$ cat config.mk
export PLATFORM = sky130hd
export DESIGN_NAME = efuse_trim_loader
export DESIGN_NICKNAME = d
export VERILOG_FILES = /design/src/rtl/efuse_pkg.sv /design/src/rtl/efuse_trim_chksum.sv /design/src/rtl/efuse_trim_loader.sv
export SDC_FILE = /design/constraint.sdc
export NUM_CORES = 1
export LEC_CHECK = 0
export ABC_AREA = 1
export CORE_MARGIN = 2
export CORE_UTILIZATION = 48
export DETAILED_ROUTE_END_ITERATION = 8
export PLACE_DENSITY = 0.84
export SYNTH_ARGS = -nofsm -noshare
export SYNTH_HDL_FRONTEND = slang
export SYNTH_HIERARCHICAL = 1
export SYNTH_SLANG_ARGS = --single-unit
$ cat constraint.sdc
create_clock -name clk -period 3.6 [get_ports clk]
set_input_delay 1.08 -clock clk [delete_from_list [all_inputs] [get_ports clk]]
set_output_delay 1.08 -clock clk [all_outputs]
set_load 0.01 [all_outputs]
$ cat src/rtl/efuse_pkg.sv
// -----------------------------------------------------------------------------
// efuse_pkg
// Shared types and helpers for the eFuse trim loader.
//   trim_st_e     : loader FSM states
//   EFUSE_BITS    : width of the trim shadow image
//   efuse_chksum  : mod-256 sum of bytes 0..30 of an image
// -----------------------------------------------------------------------------
package efuse_pkg;

  typedef enum logic [2:0] {
    IDLE  = 3'd0,
    LOAD  = 3'd1,
    CHECK = 3'd2,
    DONE  = 3'd3,
    ERR   = 3'd4
  } trim_st_e;

  localparam int EFUSE_BITS = 256;

  // Byte-wise mod-256 sum of the lower 31 bytes; byte 31 carries the expected value.
  function automatic logic [7:0] efuse_chksum(input logic [247:0] img);
    logic [7:0] sum_v;
    sum_v = 8'h00;
    for (int i = 0; i < 31; i++) begin
      sum_v = sum_v + img[i*8 +: 8];
    end
    return sum_v;
  endfunction

endpackage

$ cat src/rtl/efuse_trim_chksum.sv
// -----------------------------------------------------------------------------
// efuse_trim_chksum
// Combinational checksum compare for the trim image: byte 31 must equal the
// mod-256 sum of bytes 0..30.
// Only compiled when EFUSE_TRIM_CHKSUM_EN is defined; without the macro the
// file is empty and no checksum hardware exists.
// Ports:
//   img  in  256  shadow image to check
//   ok   out 1    1 when byte 31 matches the computed sum
// -----------------------------------------------------------------------------
`ifdef EFUSE_TRIM_CHKSUM_EN
module efuse_trim_chksum
  import efuse_pkg::*;
(
  input  logic [EFUSE_BITS-1:0] img,
  output logic                  ok
);

  assign ok = (img[255:248] == efuse_chksum(img[247:0]));

endmodule
`endif

$ cat src/rtl/efuse_trim_loader.sv
// -----------------------------------------------------------------------------
// efuse_trim_loader
// Captures the eFuse autoload word stream into a 256-bit shadow image, checks
// word count (and optionally a checksum), and publishes the trim image plus
// status flags to the trim consumers. A start pulse restarts the load from
// any state.
//
// Build option: EFUSE_TRIM_CHKSUM_EN -- when defined, byte 31 of the image
// must equal the mod-256 sum of bytes 0..30 for the image to be valid.
//
// Ports:
//   clk, rst_n            clock, asynchronous active-low reset
//   pmu_efuse_start       pulse, (re)start a load
//   efuse_autoload_vld    pulse, efuse_autoload_data holds the next word
//   efuse_autoload_data   NR-bit autoload word, ascending word order
//   efuse_autoload_done   pulse, autoload finished
//   rg_trim_ovr_en/_data  register override of the published image
//   trim_data_o           registered active trim image
//   trim_valid/err/timeout/blank   mutually exclusive status levels
//   loader_busy           high while loading or checking
// -----------------------------------------------------------------------------
module efuse_trim_loader
  import efuse_pkg::*;
#(
  parameter int                    NR          = 64,
  parameter int                    TIMEOUT_CYC = 16383,
  parameter logic [EFUSE_BITS-1:0] DEF_TRIM    = 256'h0
) (
  input  logic                  clk,
  input  logic                  rst_n,
  input  logic                  pmu_efuse_start,
  input  logic                  efuse_autoload_vld,
  input  logic [NR-1:0]         efuse_autoload_data,
  input  logic                  efuse_autoload_done,
  input  logic                  rg_trim_ovr_en,
  input  logic [EFUSE_BITS-1:0] rg_trim_ovr_data,
  output logic [EFUSE_BITS-1:0] trim_data_o,
  output logic                  trim_valid,
  output logic                  trim_err,
  output logic                  trim_timeout,
  output logic                  trim_blank,
  output logic                  loader_busy
);

  localparam int NW  = EFUSE_BITS / NR;
  localparam int WCW = $clog2(NW + 1);
  localparam int TCW = $clog2(TIMEOUT_CYC + 1);
  localparam logic [WCW-1:0] NW_L  = WCW'(NW);
  localparam logic [TCW-1:0] TMO_L = TCW'(TIMEOUT_CYC);

  trim_st_e              state_r,    state_s;
  logic [WCW-1:0]        word_cnt_r, word_cnt_s;
  logic [TCW-1:0]        tmo_cnt_r,  tmo_cnt_s;
  logic [EFUSE_BITS-1:0] shadow_r,   shadow_s;
  logic                  overrun_r,  overrun_s;
  logic                  valid_r,    valid_s;
  logic                  err_r,      err_s;
  logic                  timeout_r,  timeout_s;
  logic                  blank_r,    blank_s;
  logic                  busy_r,     busy_s;
  logic [EFUSE_BITS-1:0] trim_data_r, trim_data_s;
  logic                  chk_ok_s;

`ifdef EFUSE_TRIM_CHKSUM_EN
  efuse_trim_chksum u_chksum (
    .img (shadow_r),
    .ok  (chk_ok_s)
  );
`else
  assign chk_ok_s = 1'b1;
`endif

  // Next-state, capture and flag decision logic.
  always_comb begin
    state_s    = state_r;
    word_cnt_s = word_cnt_r;
    tmo_cnt_s  = tmo_cnt_r;
    shadow_s   = shadow_r;
    overrun_s  = overrun_r;
    valid_s    = valid_r;
    err_s      = err_r;
    timeout_s  = timeout_r;
    blank_s    = blank_r;

    if (pmu_efuse_start) begin
      // Start wins over everything: a mid-load start discards the partial image.
      state_s    = LOAD;
      word_cnt_s = {WCW{1'b0}};
      tmo_cnt_s  = {TCW{1'b0}};
      shadow_s   = {EFUSE_BITS{1'b0}};
      overrun_s  = 1'b0;
      valid_s    = 1'b0;
      err_s      = 1'b0;
      timeout_s  = 1'b0;
      blank_s    = 1'b0;
    end else begin
      case (state_r)
        LOAD: begin
          if (efuse_autoload_vld) begin
            if (word_cnt_r == NW_L) begin
              // Count saturates; the extra word is dropped and remembered.
              overrun_s = 1'b1;
            end else begin
              for (int i = 0; i < NW; i++) begin
                if (word_cnt_r == WCW'(i)) begin
                  shadow_s[i*NR +: NR] = efuse_autoload_data;
                end else begin
                  shadow_s[i*NR +: NR] = shadow_r[i*NR +: NR];
                end
              end
              word_cnt_s = word_cnt_r + WCW'(1);
            end
          end else begin
            overrun_s = overrun_r;
          end

          // A word arriving with done is captured above before CHECK counts it.
          if (efuse_autoload_done) begin
            state_s = CHECK;
          end else if (tmo_cnt_r == TMO_L) begin
            state_s   = ERR;
            timeout_s = 1'b1;
          end else begin
            tmo_cnt_s = tmo_cnt_r + TCW'(1);
          end
        end

        CHECK: begin
          if ((word_cnt_r != NW_L) || overrun_r) begin
            state_s = ERR;
            err_s   = 1'b1;
          end else if (shadow_r == {EFUSE_BITS{1'b0}}) begin
            state_s = DONE;
            blank_s = 1'b1;
          end else if (chk_ok_s) begin
            state_s = DONE;
            valid_s = 1'b1;
          end else begin
            state_s = ERR;
            err_s   = 1'b1;
          end
        end

        IDLE, DONE, ERR: begin
          state_s = state_r;
        end

        default: begin
          // Illegal encoding: fall back to a safe, flag-free idle.
          state_s   = IDLE;
          valid_s   = 1'b0;
          err_s     = 1'b0;
          timeout_s = 1'b0;
          blank_s   = 1'b0;
        end
      endcase
    end

    busy_s = (state_s == LOAD) || (state_s == CHECK);

    // Published image follows the flag that becomes visible on the same edge.
    if (rg_trim_ovr_en) begin
      trim_data_s = rg_trim_ovr_data;
    end else if (valid_s) begin
      trim_data_s = shadow_s;
    end else begin
      trim_data_s = DEF_TRIM;
    end
  end

  // State, datapath and output registers.
  always_ff @(posedge clk or negedge rst_n) begin
    if (!rst_n) begin
      state_r     <= IDLE;
      word_cnt_r  <= {WCW{1'b0}};
      tmo_cnt_r   <= {TCW{1'b0}};
      shadow_r    <= {EFUSE_BITS{1'b0}};
      overrun_r   <= 1'b0;
      valid_r     <= 1'b0;
      err_r       <= 1'b0;
      timeout_r   <= 1'b0;
      blank_r     <= 1'b0;
      busy_r      <= 1'b0;
      trim_data_r <= DEF_TRIM;
    end else begin
      state_r     <= state_s;
      word_cnt_r  <= word_cnt_s;
      tmo_cnt_r   <= tmo_cnt_s;
      shadow_r    <= shadow_s;
      overrun_r   <= overrun_s;
      valid_r     <= valid_s;
      err_r       <= err_s;
      timeout_r   <= timeout_s;
      blank_r     <= blank_s;
      busy_r      <= busy_s;
      trim_data_r <= trim_data_s;
    end
  end

  assign trim_data_o  = trim_data_r;
  assign trim_valid   = valid_r;
  assign trim_err     = err_r;
  assign trim_timeout = timeout_r;
  assign trim_blank   = blank_r;
  assign loader_busy  = busy_r;

endmodule

* Yosys cells after proc, flatten, opt, wreduce, memory -nomap -nowiden
Cells that the tools add are included.
** Storage, ports and cells
- Register bits after elaboration :: 538
- Word-level logic and storage cells :: 94
- Output and inout port bits :: 261
** Cells by class
- $add $sub $neg :: 2
- Multiplexer cells :: 42
- Reduce and logical (&&, ||, !) cells :: 17
- Eq/ne operators :: 22
** Operator list (number)
- $mux 256 :: 6
- $logic_not 256->1 :: 1
- $mux 64 :: 4
- $mux 14 :: 4
- $mux 3 :: 8
- $ne 3x3->1 const B :: 6
- $eq 3x2->1 const B :: 5
- $mux 1 :: 15
- $reduce_and 3->1 :: 5
- $add 14x1->14 const B :: 1
- $eq 14x14->1 const B :: 1
- $eq 3x1->1 const B :: 3
- $pmux 3 s3 :: 1
- $pmux 1 s2 :: 4
- $reduce_or 4->1 :: 2
- $eq 3x3->1 const B :: 2
- $logic_not 3->1 :: 2
- $ne 2x2->1 const B :: 3
- $reduce_bool 2->1 :: 3
- $ne 2x1->1 const B :: 2
- $add 3x1->3 const B :: 1
- $reduce_or 3->1 :: 1
- $logic_or 1x1->1 :: 2
- $reduce_and 2->1 :: 1

* Logic depth before layout (Yosys ltp)
- Depth in word-level cells :: 8
- Depth in mapped cells :: 14
- Gate-level depth less buffers :: 12

* Least setup slack after synthesis
OpenSTA, ideal clock, no wires.
- Kind :: input to register
- Start point :: input port pmu_efuse_start
- End point :: register trim_data_r[215], in the netlist trim_data_o[215]
- Stages :: 8
- Buffers on the path :: 3
- Data arrival time :: 2286 ps
- Path slack :: 1249 ps
- Data required time :: 3534 ps
- Path through :: inv_1 > clkbuf_1 > clkbuf_1 > clkbuf_1 > nand3_1 > nor2_1 > nand3_1 > nand2_1
** On the way
- Word-level cells in the longest chain between the ends :: 3
- Elaborated cells between the ends (all ways) :: 4
- Classes of those cells :: 4 x mux
** Ends and longest elaborated chain
- from (decl) :: line efuse_trim_loader.sv:31 : input logic pmu_efuse_start,
- $mux 256 or $mux 1 (tied branches) :: line efuse_trim_loader.sv:85 : if (pmu_efuse_start) begin
- $mux 256 (*) :: line efuse_trim_loader.sv:164 : end else if (valid_s) begin
- $mux 256 (*) :: line efuse_trim_loader.sv:162 : if (rg_trim_ovr_en) begin
- named net trim_data_s[215] :: line efuse_trim_loader.sv:61 : logic [EFUSE_BITS-1:0] trim_data_r, trim_data_s;
- to (signal assigned) :: line efuse_trim_loader.sv:196 : trim_data_r <= trim_data_s;
- to (decl) :: line efuse_trim_loader.sv:61
Mark *: on every way through the listed nets, which the timed path passes. The rest lies on a longest branch.
A chain may end at the register's enable or synchronous reset.

* Worst setup path in the final report
- Start point :: register shadow_r[14]
- End point :: register trim_data_r[229], in the netlist trim_data_o[229]
** On the way
- Word-level cells in the longest chain between the ends :: 7
** Ends and longest elaborated chain
- from (decl) :: line efuse_trim_loader.sv:54 : logic [EFUSE_BITS-1:0] shadow_r, shadow_s;
- from (signal assigned) :: line efuse_trim_loader.sv:177 : shadow_r <= {EFUSE_BITS{1'b0}};
- from (signal assigned) :: line efuse_trim_loader.sv:189 : shadow_r <= shadow_s;
- $logic_not 256->1 :: line efuse_trim_loader.sv:132 : end else if (shadow_r == {EFUSE_BITS{1'b0}}) begin
- $mux 1 :: line efuse_trim_loader.sv:132
- $mux 1 :: line efuse_trim_loader.sv:129 : if ((word_cnt_r != NW_L) || overrun_r) begin
- $pmux 1 s2 :: line efuse_trim_loader.sv:97 : case (state_r)
- $mux 1 :: line efuse_trim_loader.sv:85
- $mux 256 :: line efuse_trim_loader.sv:164
- $mux 256 :: line efuse_trim_loader.sv:162
- named net trim_data_s[229] :: line efuse_trim_loader.sv:61
The timed path passes the listed nets, and every way through them passes these cells.

==> impl_metrics.xml <==
<?xml version="1.0" encoding="UTF-8"?>
<metrics>
  <group name="power_and_ir_drop">
    <metric name="power.leakage" unit="nW">19.17</metric>
    <metric name="power.density_cell_area" unit="nW/um^2">459.2</metric>
    <metric name="vdd_ir_drop_max" unit="uV">407.6</metric>
  </group>
  <group name="sta">
    <metric name="tightestPinTransition" unit="ps">1105</metric>
    <metric name="final_setup_vio_count" unit="">0</metric>
    <metric name="finClkSkew" unit="ps">24.76</metric>
    <metric name="timing.fmax" unit="MHz">335.5</metric>
    <metric name="timing.max_slew.rel_slack" unit="%">26.30</metric>
    <metric name="final-hold-violation-count" unit="">0</metric>
    <metric name="fin_crit_sh" unit="%">82.80</metric>
    <metric name="rsz0062_at_grt" unit="">no</metric>
    <metric name="period_minus_slack" unit="ps">2981</metric>
    <metric name="finalSetupTns" unit="ps">0</metric>
    <metric name="final-max-slew-violation-count" unit="">0</metric>
  </group>
  <group name="floorplanning">
    <metric name="die_y" unit="um">234.2</metric>
    <metric name="num_rows" unit="">84</metric>
    <metric name="boundaryPins" unit="">587</metric>
    <metric name="fp.dieW" unit="um">234.2</metric>
    <metric name="die_area" unit="um^2">54830</metric>
    <metric name="core_area" unit="um^2">52450</metric>
    <metric name="initial_core_utilization" unit="%">48.48</metric>
  </group>
  <group name="setup_path">
    <metric name="critical_path_buf_inv_count" unit="">1</metric>
    <metric name="required" unit="ps">4080</metric>
    <metric name="critical_path_class" unit="">flop to flop</metric>
    <metric name="setup.worst_path.end_class" unit="">flop</metric>
    <metric name="critPathArrivalTime" unit="ps">3460</metric>
    <metric name="critical-path-top-cell-by-count" unit="">nand2_1</metric>
    <metric name="critical-path-top-delay-family" unit="">simple AND/OR/NAND/NOR gates</metric>
    <metric name="crit_slowest_cell" unit="">nand3_1</metric>
    <metric name="timing.critical_path.cells" unit="">nor2_1 &gt; nand2_1 &gt; nor2_1 &gt; nand2_1 &gt; nor2_1 &gt; nand2_1 &gt; nor2_1 &gt; nand2_1 &gt; nand2_1 &gt; nand2_4 &gt; buf_12 &gt; nand3_1 &gt; nand2_1</metric>
    <metric name="maximum_single_stage_delay_on_the_critical_path" unit="ps">430</metric>
    <metric name="reg2reg_setup_slack" unit="ps">620</metric>
    <metric name="timing.critical_path.from_type" unit="">flop</metric>
    <metric name="largest_fanout_on_the_critical_path" unit="">192</metric>
  </group>
  <group name="placed_design">
    <metric name="placement.io_buffers" unit="">586</metric>
    <metric name="placedCellCount" unit="">4427</metric>
    <metric name="postPlaceCellArea" unit="um^2">32120</metric>
    <metric name="gp_congestion" unit="">0.8859</metric>
    <metric name="detailedPlacementHpwl" unit="um">55620</metric>
  </group>
  <group name="final_layout">
    <metric name="multi_input_area" unit="um^2">9577</metric>
    <metric name="fin_cells" unit="">4538</metric>
    <metric name="seq_area" unit="um^2">13460</metric>
    <metric name="synthToLayoutAreaGrowth" unit="%">34.47</metric>
    <metric name="filler_cell_count" unit="">4205</metric>
    <metric name="fraction_of_final_layout_cells_with_drive_strength_greater_than_1" unit="%">9.041</metric>
    <metric name="number_of_nets_in_the_finished_design" unit="">4131</metric>
    <metric name="design_area" unit="um^2">34190</metric>
  </group>
  <group name="min_path">
    <metric name="hold_class" unit="">input port to async pin</metric>
  </group>
  <group name="clock_network">
    <metric name="tritoncts.num_buffers" unit="">58</metric>
    <metric name="cts.root.buffer_cell" unit="">clkbuf_16</metric>
    <metric name="post_cts.repair.setup_buffers" unit="">0</metric>
    <metric name="cts_hold_buf" unit="">0</metric>
    <metric name="worstSkewPairLatency" unit="ps">610</metric>
    <metric name="cts-root-to-sink-buffers" unit="">3</metric>
    <metric name="tritoncts" unit="">yes</metric>
    <metric name="clk_transition_reported_paths" unit="ps">60</metric>
    <metric name="cts.sink_count" unit="">538</metric>
    <metric name="clock_tree.htree_level_count" unit="">2</metric>
    <metric name="cts-resized-gates" unit="">0</metric>
  </group>
  <group name="global_route">
    <metric name="total_routing_usage_gr" unit="%">28.63</metric>
    <metric name="grt_start_max_net_pins" unit="">193</metric>
    <metric name="grt_overflow" unit="">0</metric>
    <metric name="via_count_of_the_first_global_routing_pass" unit="">22735</metric>
    <metric name="grt_pass1_wl" unit="um">122500</metric>
    <metric name="grt_antenna_before_repair" unit="">4</metric>
  </group>
  <group name="route">
    <metric name="avgRoutedWirePerCell" unit="um">17.62</metric>
    <metric name="viasPerCell" unit="">5.127</metric>
    <metric name="drt-total-wl" unit="um">79940</metric>
    <metric name="via_count" unit="">23266</metric>
    <metric name="drt-initial-drc-count" unit="">1908</metric>
    <metric name="drc" unit="">0</metric>
    <metric name="first_pass_iters" unit="">5</metric>
    <metric name="drtAntennaViolNets" unit="">0</metric>
  </group>
  <group name="synthesis">
    <metric name="seq_area_frac_synth" unit="%">52.95</metric>
    <metric name="yosysWarningCount" unit="">6</metric>
    <metric name="synth.lib_cells_used.distinct" unit="">36</metric>
    <metric name="mappedNetlistArea" unit="um^2">25430</metric>
    <metric name="ys_seq_elements" unit="">538</metric>
    <metric name="synthCells" unit="">3283</metric>
    <metric name="mappedNetlistNets" unit="">3615</metric>
    <metric name="post_synth.cell_area_avg" unit="um^2">7.745</metric>
  </group>
  <group name="flow_run">
    <metric name="drv_cap" unit="">0</metric>
  </group>
  <group name="status">
    <metric name="status" unit="">complete, no violations</metric>
  </group>
</metrics>
-- layout make-up --
cell class / instances / share of cell area, %
antenna: 1 / 0.007319
clock inverter: 24 / 0.9259
timing repair buffer: 652 / 19.70
multi-input combinational: 2156 / 28.01
tap: 688 / 2.518
clock buffer: 86 / 5.120
sequential: 538 / 39.38
inverter: 393 / 4.348
-- state kept, by name, indices dropped and copies added (netlist names) --
register / count
loader_busy: 1
overrun_r: 1
shadow_r: 256
state_r: 3
tmo_cnt_r: 14
trim_blank: 1
trim_data_o: 256
trim_err: 1
trim_timeout: 1
trim_valid: 1
word_cnt_r: 3
-- synthesized netlist by cell type --
| cell | count | area share (%) |
|---|---|---|
| a21oi_2 | 1 | 0.034 |
| o21ai_0 | 13 | 0.26 |
| inv_1 | 388 | 5.7 |
| nand3_1 | 539 | 11 |
| nand4_1 | 1 | 0.025 |
| a21boi_0 | 1 | 0.030 |
| o21a_1 | 1 | 0.030 |
| nand2_2 | 1 | 0.025 |
| nor2_8 | 2 | 0.16 |
| nand2_1 | 909 | 13 |
| o22ai_1 | 1 | 0.025 |
| nor2_1 | 429 | 6.3 |
| buf_4 | 19 | 0.56 |
| nor3_1 | 8 | 0.16 |
| o31ai_1 | 3 | 0.089 |
| inv_2 | 5 | 0.074 |
| buf_6 | 3 | 0.13 |
| xor2_1 | 4 | 0.14 |
| a31oi_1 | 4 | 0.098 |
| o211ai_1 | 2 | 0.059 |
| buf_2 | 76 | 1.5 |
| or2_2 | 164 | 4.0 |
| a21oi_1 | 7 | 0.14 |
| nor3_2 | 1 | 0.039 |
| nand3_4 | 1 | 0.069 |
| a211oi_1 | 1 | 0.030 |
| nor3_4 | 1 | 0.064 |
| nor2_4 | 1 | 0.044 |
| dfrtp_1 | 538 | 53 |
| ha_1 | 6 | 0.30 |
| or2_1 | 52 | 1.3 |
| clkbuf_1 | 87 | 1.3 |
| clkbuf_2 | 2 | 0.039 |
| buf_1 | 9 | 0.13 |
| nand2_4 | 2 | 0.089 |
| nand3_2 | 1 | 0.039 |
-- placed cells by master (no fill, tap or decap), types with 2 or more instances in the layout --
cell type,synthesis,routed
ha_1,6,6
dfrtp_1,538,538
nor2_1,429,429
o211ai_1,2,2
a31oi_1,4,4
buf_4,19,37
nor3_1,8,8
buf_12,0,29
inv_2,5,3
a21oi_1,7,7
or2_2,164,164
o31ai_1,3,3
clkdlybuf4s50_1,0,584
inv_1,388,387
xor2_1,4,4
nand3_1,539,539
buf_8,0,2
nor2_8,2,2
bufinv_16,0,7
nand2_4,2,3
nand2_1,909,908
o21ai_0,13,13
inv_6,0,2
clkbuf_1,87,12
or2_1,52,52
clkbuf_16,0,61
clkinvlp_4,0,4
clkinv_2,0,11
clkbuf_8,0,13
-- through the flow --
| stage | total power, mW | utilization (%) | hold WS [ps] | setup slack (ps) |
|---|---|---|---|---|
| after floorplan | 8.049 | - | 462.5 | 1249 |
| after global routing | 16.37 | 65.19 | 465.3 | 669.0 |
| after global placement | 9.329 | 61.25 | 484.6 | 403.7 |
| after CTS | 15.80 | 65.19 | 452.9 | 776.7 |
| final | 15.70 | 65.19 | 457.3 | 619.2 |
| after detailed placement | 9.391 | 61.25 | 493.7 | 382.6 |
-- path summary, 6_finish.rpt --
kind,from,endpoint,cells after the start
worst max-delay path,shadow_r[14],trim_data_o[229],13
worst min-delay path,rst_n,shadow_r[82],1
worst max register to register,shadow_r[14],trim_data_o[229],13
worst min register to register,tmo_cnt_r[11],tmo_cnt_r[11],2
max in group asynchronous,rst_n,trim_data_o[219],2
min in group clk,tmo_cnt_r[11],tmo_cnt_r[11],2
-- power breakdown --
part / leakage [nW] / internal, mW / switching [mW]
combinational: 11.0 / 1.20 / 1.51
sequential: 7.18 / 6.42 / 0.174
clock: 1.01 / 3.87 / 2.53
-- cell families (layout without fill, tap and decap cells) --
group	count (synthesis)	count (layout)	share of synthesized area, %
compound gates	34	34	0.7873
flops	538	538	52.95
other cells	0	1	0
fa+ha+maj	6	6	0.2952
simple gates	2112	2112	36.38
xor+xnor	4	4	0.1378
buf+inv	589	1155	9.448
-- per-layer routing --
layer	up-vias	track usage (%)	share of wire [%]
li1	11023	-	-
met1	10997	36.35	39
met2	1053	48.23	49
met3	187	5.691	7.8
met4	6	11.21	3.8
met5	-	0	0.045
Note: power is estimated with default switching activity, not from simulation.
